### config.mk
export PLATFORM = sky130hd
export DESIGN_NAME = maxpool_relu_stream
export DESIGN_NICKNAME = d
export VERILOG_FILES = /design/src/rtl/maxpool_relu_stream.sv
export SDC_FILE = /design/constraint.sdc
export NUM_CORES = 1
export LEC_CHECK = 0
export CAP_MARGIN = 20
export CORE_MARGIN = 5
export CORE_UTILIZATION = 50
export DETAILED_ROUTE_END_ITERATION = 7
export PLACE_DENSITY = 0.78
export SETUP_SLACK_MARGIN = 0.5
export SKIP_LAST_GASP = 1
export SYNTH_ARGS = -nofsm -noshare
export SYNTH_HDL_FRONTEND = slang
export SYNTH_SLANG_ARGS = --single-unit
### constraint.sdc
create_clock -name clk -period 4.4 [get_ports clk]
set_input_delay 1.32 -clock clk [delete_from_list [all_inputs] [get_ports clk]]
set_output_delay 1.32 -clock clk [all_outputs]
set_load 0.1 [all_outputs]
### src/rtl/maxpool_relu_stream.sv
// 2x2 stride-2 max pooling followed by ReLU over a raster stream of K feature maps.
// Horizontal pairs are reduced on the fly; row maxima wait in a half-width line buffer.
module maxpool_relu_stream #(
  parameter int DATA_WIDTH = 8,
  parameter int IN_H       = 6,
  parameter int IN_W       = 6,
  parameter int K          = 6
) (
  input  logic                  clk,
  input  logic                  reset,
  input  logic [DATA_WIDTH-1:0] in_data,
  input  logic                  in_valid,
  output logic                  in_ready,
  output logic [DATA_WIDTH-1:0] out_data,
  output logic                  out_valid,
  input  logic                  out_ready,
  output logic                  map_done,
  output logic                  frame_done
);

  localparam int CW = $clog2(IN_W);
  localparam int RW = $clog2(IN_H);
  localparam int MW = (K > 1) ? $clog2(K) : 1;
  localparam int LB = IN_W / 2;
  localparam int HW = (LB > 1) ? $clog2(LB) : 1;

  logic [CW-1:0]         col_q, col_d;
  logic [RW-1:0]         row_q, row_d;
  logic [MW-1:0]         map_q, map_d;
  logic [DATA_WIDTH-1:0] pair_q, pair_d;
  logic [DATA_WIDTH-1:0] lbuf_q [LB];
  logic [DATA_WIDTH-1:0] lbuf_d [LB];
  logic [DATA_WIDTH-1:0] out_data_q, out_data_d;
  logic                  out_valid_q, out_valid_d;
  logic                  map_done_q, map_done_d;
  logic                  frame_done_q, frame_done_d;

  logic                  in_xfer, out_xfer, load;
  logic                  col_last, row_last, map_last;
  logic [HW-1:0]         half;
  logic [DATA_WIDTH-1:0] hmax, vmax;

  always_comb begin
    in_ready = (!out_valid_q || out_ready) && !frame_done_q;
    in_xfer  = in_valid && in_ready;
    out_xfer = out_valid_q && out_ready;
    col_last = (col_q == CW'(IN_W - 1));
    row_last = (row_q == RW'(IN_H - 1));
    map_last = (map_q == MW'(K - 1));
    half     = HW'(col_q >> 1);
    hmax     = ($signed(pair_q) >= $signed(in_data)) ? pair_q : in_data;
    vmax     = ($signed(lbuf_q[half]) >= $signed(hmax)) ? lbuf_q[half] : hmax;
    // A window completes on the odd-row, odd-column pixel.
    load     = in_xfer && col_q[0] && row_q[0];

    col_d        = col_q;
    row_d        = row_q;
    map_d        = map_q;
    pair_d       = pair_q;
    lbuf_d       = lbuf_q;
    out_data_d   = out_data_q;
    out_valid_d  = out_valid_q;

    if (in_xfer) begin
      if (!col_q[0]) begin
        pair_d = in_data;
      end else if (!row_q[0]) begin
        lbuf_d[half] = hmax;
      end

      if (col_last) begin
        col_d = '0;
        if (row_last) begin
          row_d = '0;
          map_d = map_last ? '0 : map_q + 1'b1;
        end else begin
          row_d = row_q + 1'b1;
        end
      end else begin
        col_d = col_q + 1'b1;
      end
    end

    // A fresh result wins over the drain of the previous one.
    if (load) begin
      out_valid_d = 1'b1;
      out_data_d  = vmax[DATA_WIDTH-1] ? '0 : vmax;
    end else if (out_xfer) begin
      out_valid_d = 1'b0;
    end

    map_done_d   = load && col_last && row_last;
    frame_done_d = frame_done_q || (map_done_d && map_last);
  end

  always_ff @(posedge clk or posedge reset) begin
    if (reset) begin
      col_q        <= '0;
      row_q        <= '0;
      map_q        <= '0;
      pair_q       <= '0;
      for (int i = 0; i < LB; i++) lbuf_q[i] <= '0;
      out_data_q   <= '0;
      out_valid_q  <= 1'b0;
      map_done_q   <= 1'b0;
      frame_done_q <= 1'b0;
    end else begin
      col_q        <= col_d;
      row_q        <= row_d;
      map_q        <= map_d;
      pair_q       <= pair_d;
      lbuf_q       <= lbuf_d;
      out_data_q   <= out_data_d;
      out_valid_q  <= out_valid_d;
      map_done_q   <= map_done_d;
      frame_done_q <= frame_done_d;
    end
  end

  assign out_data   = out_data_q;
  assign out_valid  = out_valid_q;
  assign map_done   = map_done_q;
  assign frame_done = frame_done_q;

endmodule

==> results.py, run 1 <==
metrics = {
    "finish": {
        "diodes": 0,
        "drive_above_1_share_pct": 37.76,
        "syn2layout_area_growth_pct": 40.11,
        "fin_util_pct": 73.22,
        "final_nets": 364,
    },
    "timing": {
        "maxSlewViolCount": 0,
        "finalCritPeriodShare_pct": 98.20,
        "skew_ps": 10.69,
        "slew_headroom_pct": 34.77,
        "setup-violations-final": 0,
        "rsz0062_at_grt": "yes",
        "fin_crit_ps": 4321,
        "whs_ps": 487.3,
        "tightest_slew_ps": 975.4,
        "timing.fmax_mhz": 231.4,
        "hold_viol": 0,
        "setup_ws_ps": 79.13,
    },
    "worst_setup_path": {
        "crit_fanout": 7,
        "critPathLaunch": "in_data[1]",
        "cp_slowest_cell": "a211o_4",
        "worstPathCellList": "buf_6 > inv_8 > ha_4 > a31oi_1 > and2b_2 > o21ai_4 > o21ai_4 > buf_6 > a21oi_4 > ha_4 > a21o_1 > a21oi_2 > nand3_2 > a311oi_2 > nor2_1 > a211o_4 > o221ai_2",
        "crit_type": "primary input to flop",
        "worstReg2RegStart": "pair_q[0]$_DFFE_PP0P_",
        "crit_required_ps": 4620,
        "critPathBufInv": 3,
        "crit_family": "compound AO/OA/AOI/OAI gates",
        "crit_path_max_incr_delay_ps": 390,
        "cp-end-kind": "flop",
        "crit_arrival_ps": 4540,
        "cp-start-kind": "primary input",
    },
    "power_and_ir_drop": {
        "fin_total_pwr_uw": 3342,
        "p_leak_uw": 0.001731,
        "power.density_mw_per_mm2": 876.8,
        "peakVddDrop_v": 0.0006173,
    },
    "synthesis": {
        "ys_warn_count": 0,
        "syn_inst": 273,
        "avgSynthCellArea_um2": 9.964,
        "synth_area_leaders": "dfrtp_1, ha_1, nand2_1",
        "ys_async_sr_fraction_pct": 100.0,
        "synth-seq-area-share_pct": 46.92,
        "synth.distinct_cells": 44,
        "synth_nets": 299,
        "yosys.area.top_type_share_pct": 46.92,
        "synth_common_cells": "dfrtp_1, nand2_1, o21ai_0",
        "synth-seq-cells": 51,
        "synth.largest_area_cell": "dfrtp_1",
        "synth_edf_count": 0,
        "yosys.cell_count.top_type": "dfrtp_1",
        "syn-cell-area_mm2": 0.002720,
        "synthFlopType": "dfrtp_1",
    },
    "placement": {
        "place.port_buffers": 22,
        "hpwl_um": 4328,
        "post-place-ws_ps": -562.7,
        "gp_congestion": 0.8667,
    },
    "detailed_routing": {
        "ant_nets": 0,
        "route.detailed.drc": 0,
        "drt_first_pass_iters": 4,
        "wl_per_cell_um": 18.70,
        "via_count": 2305,
        "drtIter0Drc": 151,
        "vias_per_cell": 5.636,
        "wl_um": 7649,
    },
    "grt": {
        "grt_pass1_vias": 2290,
        "grt.total_usage_pct": 19.61,
        "antenna_found_initial": 0,
        "grt_max_degree": 52,
        "grt_pass1_wl_um": 11100,
        "grt_overflow": 0,
    },
    "clock_network": {
        "cts_max_level": 2,
        "cts_buffers": 5,
        "clkTransAtPathRegs_ps": 100,
        "clockBufferDepth": 2,
        "cts_root_buffer": "clkbuf_8",
        "cts_tree": "yes",
        "clk_latency_ps": 310,
        "cts_hold_buf": 0,
        "cts_sinks": 51,
    },
    "job": {
        "maxCapViolCount": 0,
    },
    "die": {
        "core-area_mm2": 0.005205,
        "ioPinCount": 24,
        "rows": 26,
        "die_h_um": 83.76,
        "die_x_um": 83.76,
        "initial_utilization_pct": 52.26,
        "die-area_mm2": 0.007015,
    },
    "worst_hold_path": {
        "worstHoldStart": "lbuf_q[21]$_DFFE_PP0P_",
        "holdCritPathClass": "flop to flop",
    },
    "status": {
        "status": "finished, final reports clean",
    },
}
==> layout make-up <==
cell class	instances	area [um^2]
clock inverter	2	16.27
sequential	51	1276
clock buffer	6	82.58
fill	340	1394
timing repair buffer	69	631.9
tap	70	87.58
multi-input combinational	186	1610
inverter	25	106.4
==> report_power, final <==
part           leakage (uW)  internal, uW  total, uW  switching (uW)
clock             0.0000474           129        295             166
combinational       0.00104           975       2190            1210
sequential         0.000648           664        858             194
total               0.00173          1770       3340            1570
==> per-stage QoR <==
step | instances | setup TNS, ps | area (um^2)
6_report | 409 | 0 | 3811
2_1_floorplan | 273 | 0 | 2920
3_5_place_dp | 384 | -3754 | 3393
4_1_cts | 402 | 0 | 3687
3_3_place_gp | 384 | -3466 | 3393
5_1_grt | 409 | -142.2 | 3811
==> cells in the final DEF (no fill, tap or decap), types with 7 or more instances in the layout <==
master,count
o21ai_0,30
buf_6,9
ha_4,11
nand2_1,46
dfrtp_1,51
nor2_1,7
o221ai_2,7
mux2_2,8
mux2i_1,9
clkdlybuf4s50_1,13
buf_4,40
inv_1,17
==> worst paths after layout <==
path	slack, ps	endpoint	cells past startpoint
worst max register to register	700	out_data[1]$_DFFE_PP0P_	16
worst min-delay path	490	lbuf_q[21]$_DFFE_PP0P_	2
worst min register to register	490	lbuf_q[21]$_DFFE_PP0P_	2
worst max-delay path	80	out_data[1]$_DFFE_PP0P_	17
min in group asynchronous	1220	map_q[0]$_DFFE_PP0P_	2
max in group asynchronous	2700	row_q[0]$_DFFE_PP0P_	3
==> registers in the layout, summed over array words and instances, names as in the netlist <==
signal / count
col_q: 3
frame_done: 1
lbuf_q: 24
map_done: 1
map_q: 3
out_data: 7
out_valid: 1
pair_q: 8
row_q: 3
==> per-layer routing <==
metal	wire [um]	GRT usage, %	up-vias	part of all wire [%]
li1	-	-	1080	-
met1	3229	24.89	1136	42
met2	3904	33.55	70	51
met3	315	3.850	19	4.1
met4	199	6.287	0	2.6
met5	0	0	-	0
==> cells by family (layout without fill, tap and decap cells) <==
logic type / after synthesis / after routing / share of synthesized area [%]
xor+xnor: 3 / 3 / 0.9661
compound gates: 69 / 69 / 17.76
simple gates: 79 / 79 / 13.71
other cells: 1 / 1 / 0.1379
flops: 51 / 51 / 46.92
fa+ha+maj: 15 / 15 / 6.808
mux: 19 / 19 / 7.820
buf+inv: 36 / 102 / 5.888
==> tightest hold or removal path: cells and delay by family, from the launching register on <==
kind	cells	cell delay [ps]
simple gates	1	40
compound gates	1	60
flops	1	360
==> timing repair <==
item	4_1_cts	5_1_grt
endpoints found under the setup margin	7	7
pin swaps	26	18
buffers inserted	10	6
gates resized for setup	52	17
(Power assumes the default switching activity.)
==> run 2, diff against run 1 <==
CORE_MARGIN = default   (was 5)
==> results.py, run 2 (synthesis gave the netlist of run 1 again) <==
metrics = {
    "status": {
        "status": "finished, final reports clean",
    },
    "grt": {
        "antenna_found_initial": 0,
        "grt_overflow": 0,
        "grt_pass1_wl_um": 9708,
        "grt.total_usage_pct": 23.28,
        "grt_max_degree": 52,
        "grt_pass1_vias": 2093,
    },
    "timing": {
        "setup-violations-final": 0,
        "maxSlewViolCount": 0,
        "skew_ps": 9.226,
        "slew_headroom_pct": 33.72,
        "rsz0062_at_grt": "yes",
        "setup_tns_ps": 0,
        "timing.fmax_mhz": 245.8,
        "setup_ws_ps": 331.3,
        "fin_crit_ps": 4069,
        "finalCritPeriodShare_pct": 92.47,
        "hold_viol": 0,
        "whs_ps": 488.6,
        "tightest_slew_ps": 991.1,
    },
    "placement": {
        "post-place-ws_ps": -491.4,
        "gp_congestion": 0.8318,
        "place.port_buffers": 22,
        "place_area_mm2": 0.003368,
        "hpwl_um": 4121,
    },
    "detailed_routing": {
        "via_count": 2156,
        "wl_um": 6257,
        "wl_per_cell_um": 15.76,
        "drt_first_pass_iters": 4,
        "route.detailed.drc": 0,
        "drtIter0Drc": 167,
        "vias_per_cell": 5.431,
        "ant_nets": 0,
    },
    "clock_network": {
        "cts_sinks": 51,
        "clockBufferDepth": 2,
        "cts_max_level": 2,
        "cts_buffers": 5,
        "clk_latency_ps": 310,
        "cts_root_buffer": "clkbuf_8",
        "cts_hold_buf": 0,
        "clkTransAtPathRegs_ps": 90,
        "cts_tree": "yes",
    },
    "worst_setup_path": {
        "crit_family": "compound AO/OA/AOI/OAI gates",
        "cp_slowest_cell": "a211o_4",
        "crit_arrival_ps": 4290,
        "crit_path_max_incr_delay_ps": 410,
        "crit_fanout": 7,
        "critPathBufInv": 4,
        "crit_required_ps": 4620,
        "cp-start-kind": "primary input",
        "r2r_slack_ps": 970,
        "crit_type": "primary input to flop",
        "cp-end-kind": "flop",
        "worstPathCellList": "buf_6 > inv_8 > ha_4 > a31oi_4 > and2b_2 > o21ai_4 > o21ai_4 > buf_12 > nor2_4 > a21oi_4 > ha_4 > and3_4 > a31oi_1 > inv_1 > maj3_2 > a211o_4 > o221ai_2",
    },
    "die": {
        "die_h_um": 75.76,
        "die-area_mm2": 0.005739,
        "die_x_um": 75.76,
        "rows": 26,
        "ioPinCount": 24,
        "core-area_mm2": 0.005172,
        "initial_utilization_pct": 52.59,
    },
    "finish": {
        "top_register": "lbuf_q",
        "layout_commonest_cell": "dfrtp_1",
        "multiInputGateArea_mm2": 0.001642,
        "fin_area_mm2": 0.003744,
        "fillers": 323,
        "seq_area_mm2": 0.001276,
        "final_nets": 352,
        "final_cell_mix": "dfrtp_1, nand2_1, buf_4",
        "largest_reg_flops": 24,
        "diodes": 0,
        "drive_above_1_share_pct": 36.09,
        "syn2layout_area_growth_pct": 37.63,
    },
    "job": {
        "maxCapViolCount": 0,
    },
    "worst_hold_path": {
        "holdCritPathClass": "flop to flop",
    },
}
-- run 2: changes by cell type in the layout (fill, tap and decap cells not counted), sizes merged --
cell    before  now
clkbuf       7    9
clkinv       2    0
buf         53   40
inv         24   25
-- run 2: worst register-to-register path: cells and delay by family, from the launching register on --
kind	cells	cell delay, ps
AO/OA/AOI/OAI	7	1490
adder cells (fa/ha/maj)	3	880
buffers and inverters	2	230
flip-flops	1	460
AND/OR/NAND/NOR	2	290
-- run 2: metal layers --
metal	GRT usage [%]	share of wire, %
met4	8.025	2.3
met1	29.06	43
met3	4.497	3.0
met5	0	0
met2	40.31	51
-- run 2: path summary, 6_finish.rpt --
| kind | cells after the start | from | endpoint |
|---|---|---|---|
| hold reg to reg | 2 | lbuf_q[22]$_DFFE_PP0P_ | lbuf_q[22]$_DFFE_PP0P_ |
| min in group asynchronous | 2 | reset | pair_q[2]$_DFFE_PP0P_ |
| setup reg to reg | 14 | pair_q[5]$_DFFE_PP0P_ | out_data[0]$_DFFE_PP0P_ |
| max in group asynchronous | 3 | reset | lbuf_q[17]$_DFFE_PP0P_ |
| hold / removal | 2 | lbuf_q[22]$_DFFE_PP0P_ | lbuf_q[22]$_DFFE_PP0P_ |
| setup / recovery | 17 | in_data[1] | out_data[0]$_DFFE_PP0P_ |
-- run 2: through the flow --
step,util (%),instances
floorplan,-,273
global placement,65.12,379
detailed placement,65.12,379
CTS,70.15,391
global route,72.38,397
finish,72.38,397
-- run 2: timing repair --
item	CTS	global route
gates resized for setup	50	15
setup endpoints to repair	7	7
cloned	1	0
buffers inserted	3	5
pin swaps	30	9
-- run 2: cell type report --
type                    instances  area share, %
flip-flops and latches         51          34.09
inverters                      25          2.841
clock buffers                   7          2.574
multi-input cells             186          43.85
repair buffers                 57          14.10
clock inverters                 1         0.2005
well taps                      70          2.340
Power of run 2 is not shown: default switching activity piles up to over one toggle a cycle in this logic, so the estimate is an artifact.
==> run 3, diff against run 2 <==
CAP_MARGIN = 40   (was 20)
CORE_MARGIN = 2   (was default)
RECOVER_POWER = 100   (was default)
==> results.py, run 3 (synthesis gave the netlist of run 1 again) <==
metrics = {
    "timing": {
        "fin_crit_ps": 4264,
        "tightest_slew_ps": 1716,
        "timing.fmax_mhz": 234.5,
        "slew_headroom_pct": -14.39,
        "finalCritPeriodShare_pct": 96.90,
        "rsz0062_at_grt": "yes",
        "skew_ps": 7.449,
        "maxSlewViolCount": 39,
        "setup-violations-final": 0,
        "hold_viol": 0,
    },
    "placement": {
        "place_area_mm2": 0.003551,
        "gp_congestion": 0.7814,
        "place.port_buffers": 22,
        "hpwl_um": 4365,
    },
    "clock_network": {
        "cts_max_level": 2,
        "clkTransAtPathRegs_ps": 90,
        "cts_sinks": 51,
        "cts_hold_buf": 0,
        "cts_tree": "yes",
        "cts_root_buffer": "clkbuf_8",
        "clockBufferDepth": 2,
        "clk_latency_ps": 310,
        "cts_buffers": 5,
    },
    "grt": {
        "grt_max_degree": 39,
        "grt_pass1_wl_um": 12340,
        "grt.total_usage_pct": 26.84,
        "antenna_found_initial": 0,
        "grt_overflow": 0,
        "grt_pass1_vias": 2379,
    },
    "finish": {
        "multiInputGateArea_mm2": 0.001632,
        "syn2layout_area_growth_pct": 40.20,
        "largest_reg_flops": 24,
        "diodes": 0,
        "top_register": "lbuf_q",
        "fin_area_mm2": 0.003814,
        "drive_above_1_share_pct": 33.92,
        "layout_commonest_cell": "dfrtp_1",
        "final_nets": 364,
        "seq_area_mm2": 0.001276,
        "final_cell_mix": "dfrtp_1, nand2_1, buf_4",
        "fillers": 290,
    },
    "status": {
        "status": "finished with violations",
        "violations": "capacitance limit, slew limit",
    },
    "die": {
        "ioPinCount": 24,
        "die_h_um": 77.76,
        "core-area_mm2": 0.005172,
        "initial_utilization_pct": 52.59,
        "die-area_mm2": 0.006046,
        "die_x_um": 77.76,
        "rows": 26,
    },
    "detailed_routing": {
        "route.detailed.drc": 0,
        "via_count": 2369,
        "drtIter0Drc": 262,
        "vias_per_cell": 5.792,
        "wl_per_cell_um": 20.84,
        "wl_um": 8524,
        "ant_nets": 0,
        "drt_first_pass_iters": 5,
    },
    "worst_setup_path": {
        "crit_family": "compound AO/OA/AOI/OAI gates",
        "crit_arrival_ps": 4490,
        "cp-end-kind": "flop",
        "crit_type": "primary input to flop",
        "crit_path_max_incr_delay_ps": 400,
        "worstPathCellList": "buf_8 > ha_4 > a31oi_4 > and2b_1 > o21ai_4 > o21ai_4 > buf_12 > nor2_4 > a21oi_4 > ha_4 > a21o_1 > a21oi_2 > nand3_2 > o22ai_4 > or3_4 > nor3b_2 > a21oi_4 > o221ai_2",
        "crit_required_ps": 4620,
        "cp_slowest_cell": "or3_4",
        "cp-start-kind": "primary input",
        "crit_fanout": 7,
        "critPathBufInv": 2,
    },
    "job": {
        "maxCapViolCount": 1,
    },
    "worst_hold_path": {
        "holdCritPathClass": "flop to flop",
    },
}
==> run 3: path summary, 6_finish.rpt <==
| path | from | cells after the start | slack [ps] | to |
|---|---|---|---|---|
| worst min register to register | lbuf_q[17]$_DFFE_PP0P_ | 2 | 490 | lbuf_q[17]$_DFFE_PP0P_ |
| worst max-delay path | in_data[0] | 18 | 140 | out_data[2]$_DFFE_PP0P_ |
| worst max register to register | pair_q[0]$_DFFE_PP0P_ | 18 | 730 | out_data[2]$_DFFE_PP0P_ |
| worst min-delay path | lbuf_q[17]$_DFFE_PP0P_ | 2 | 490 | lbuf_q[17]$_DFFE_PP0P_ |
| min in group asynchronous | reset | 2 | 1520 | pair_q[2]$_DFFE_PP0P_ |
| max in group asynchronous | reset | 3 | 770 | col_q[0]$_DFFE_PP0P_ |
==> run 3: cell type report <==
class	count	area share (%)
multi-input cells	186	42.78
well taps	70	2.297
inverters	25	2.854
clock inverters	2	0.9186
flip-flops and latches	51	33.46
clock buffers	6	2.165
repair buffers	69	15.52
==> run 3: per-layer routing <==
metal,GRT usage (%),routed length [um]
met1,32.29,3237
met4,12.14,294
met3,4.186,474
met5,0,0
met2,47.16,4517
==> run 3: through the flow <==
step                      TNS, ps  setup WS (ps)  hold slack [ps]  util (%)  instances
after floorplan                 0          280.9            449.2         -        273
after CTS                       0          341.1            490.2     75.01        405
final                           0          136.4            486.8     73.73        409
after global routing            0          32.79            519.1     73.73        409
after detailed placement    -3404         -517.9            469.6     68.65        390
after global placement      -2729         -408.8            459.6     65.12        379
==> run 3: repair_timing <==
action                                  CTS  global route
pin swaps                                30            18
endpoints found under the setup margin    7             7
resized for setup                        50            19
setup buffers                             6             4
cloned                                    1             0
==> run 3: worst min-delay path: stages, from the launching register on <==
cell	delay [ps]
dfrtp_1	350
nand2_1	40
o21ai_0	60
Power of run 3 is left out for the same reason.
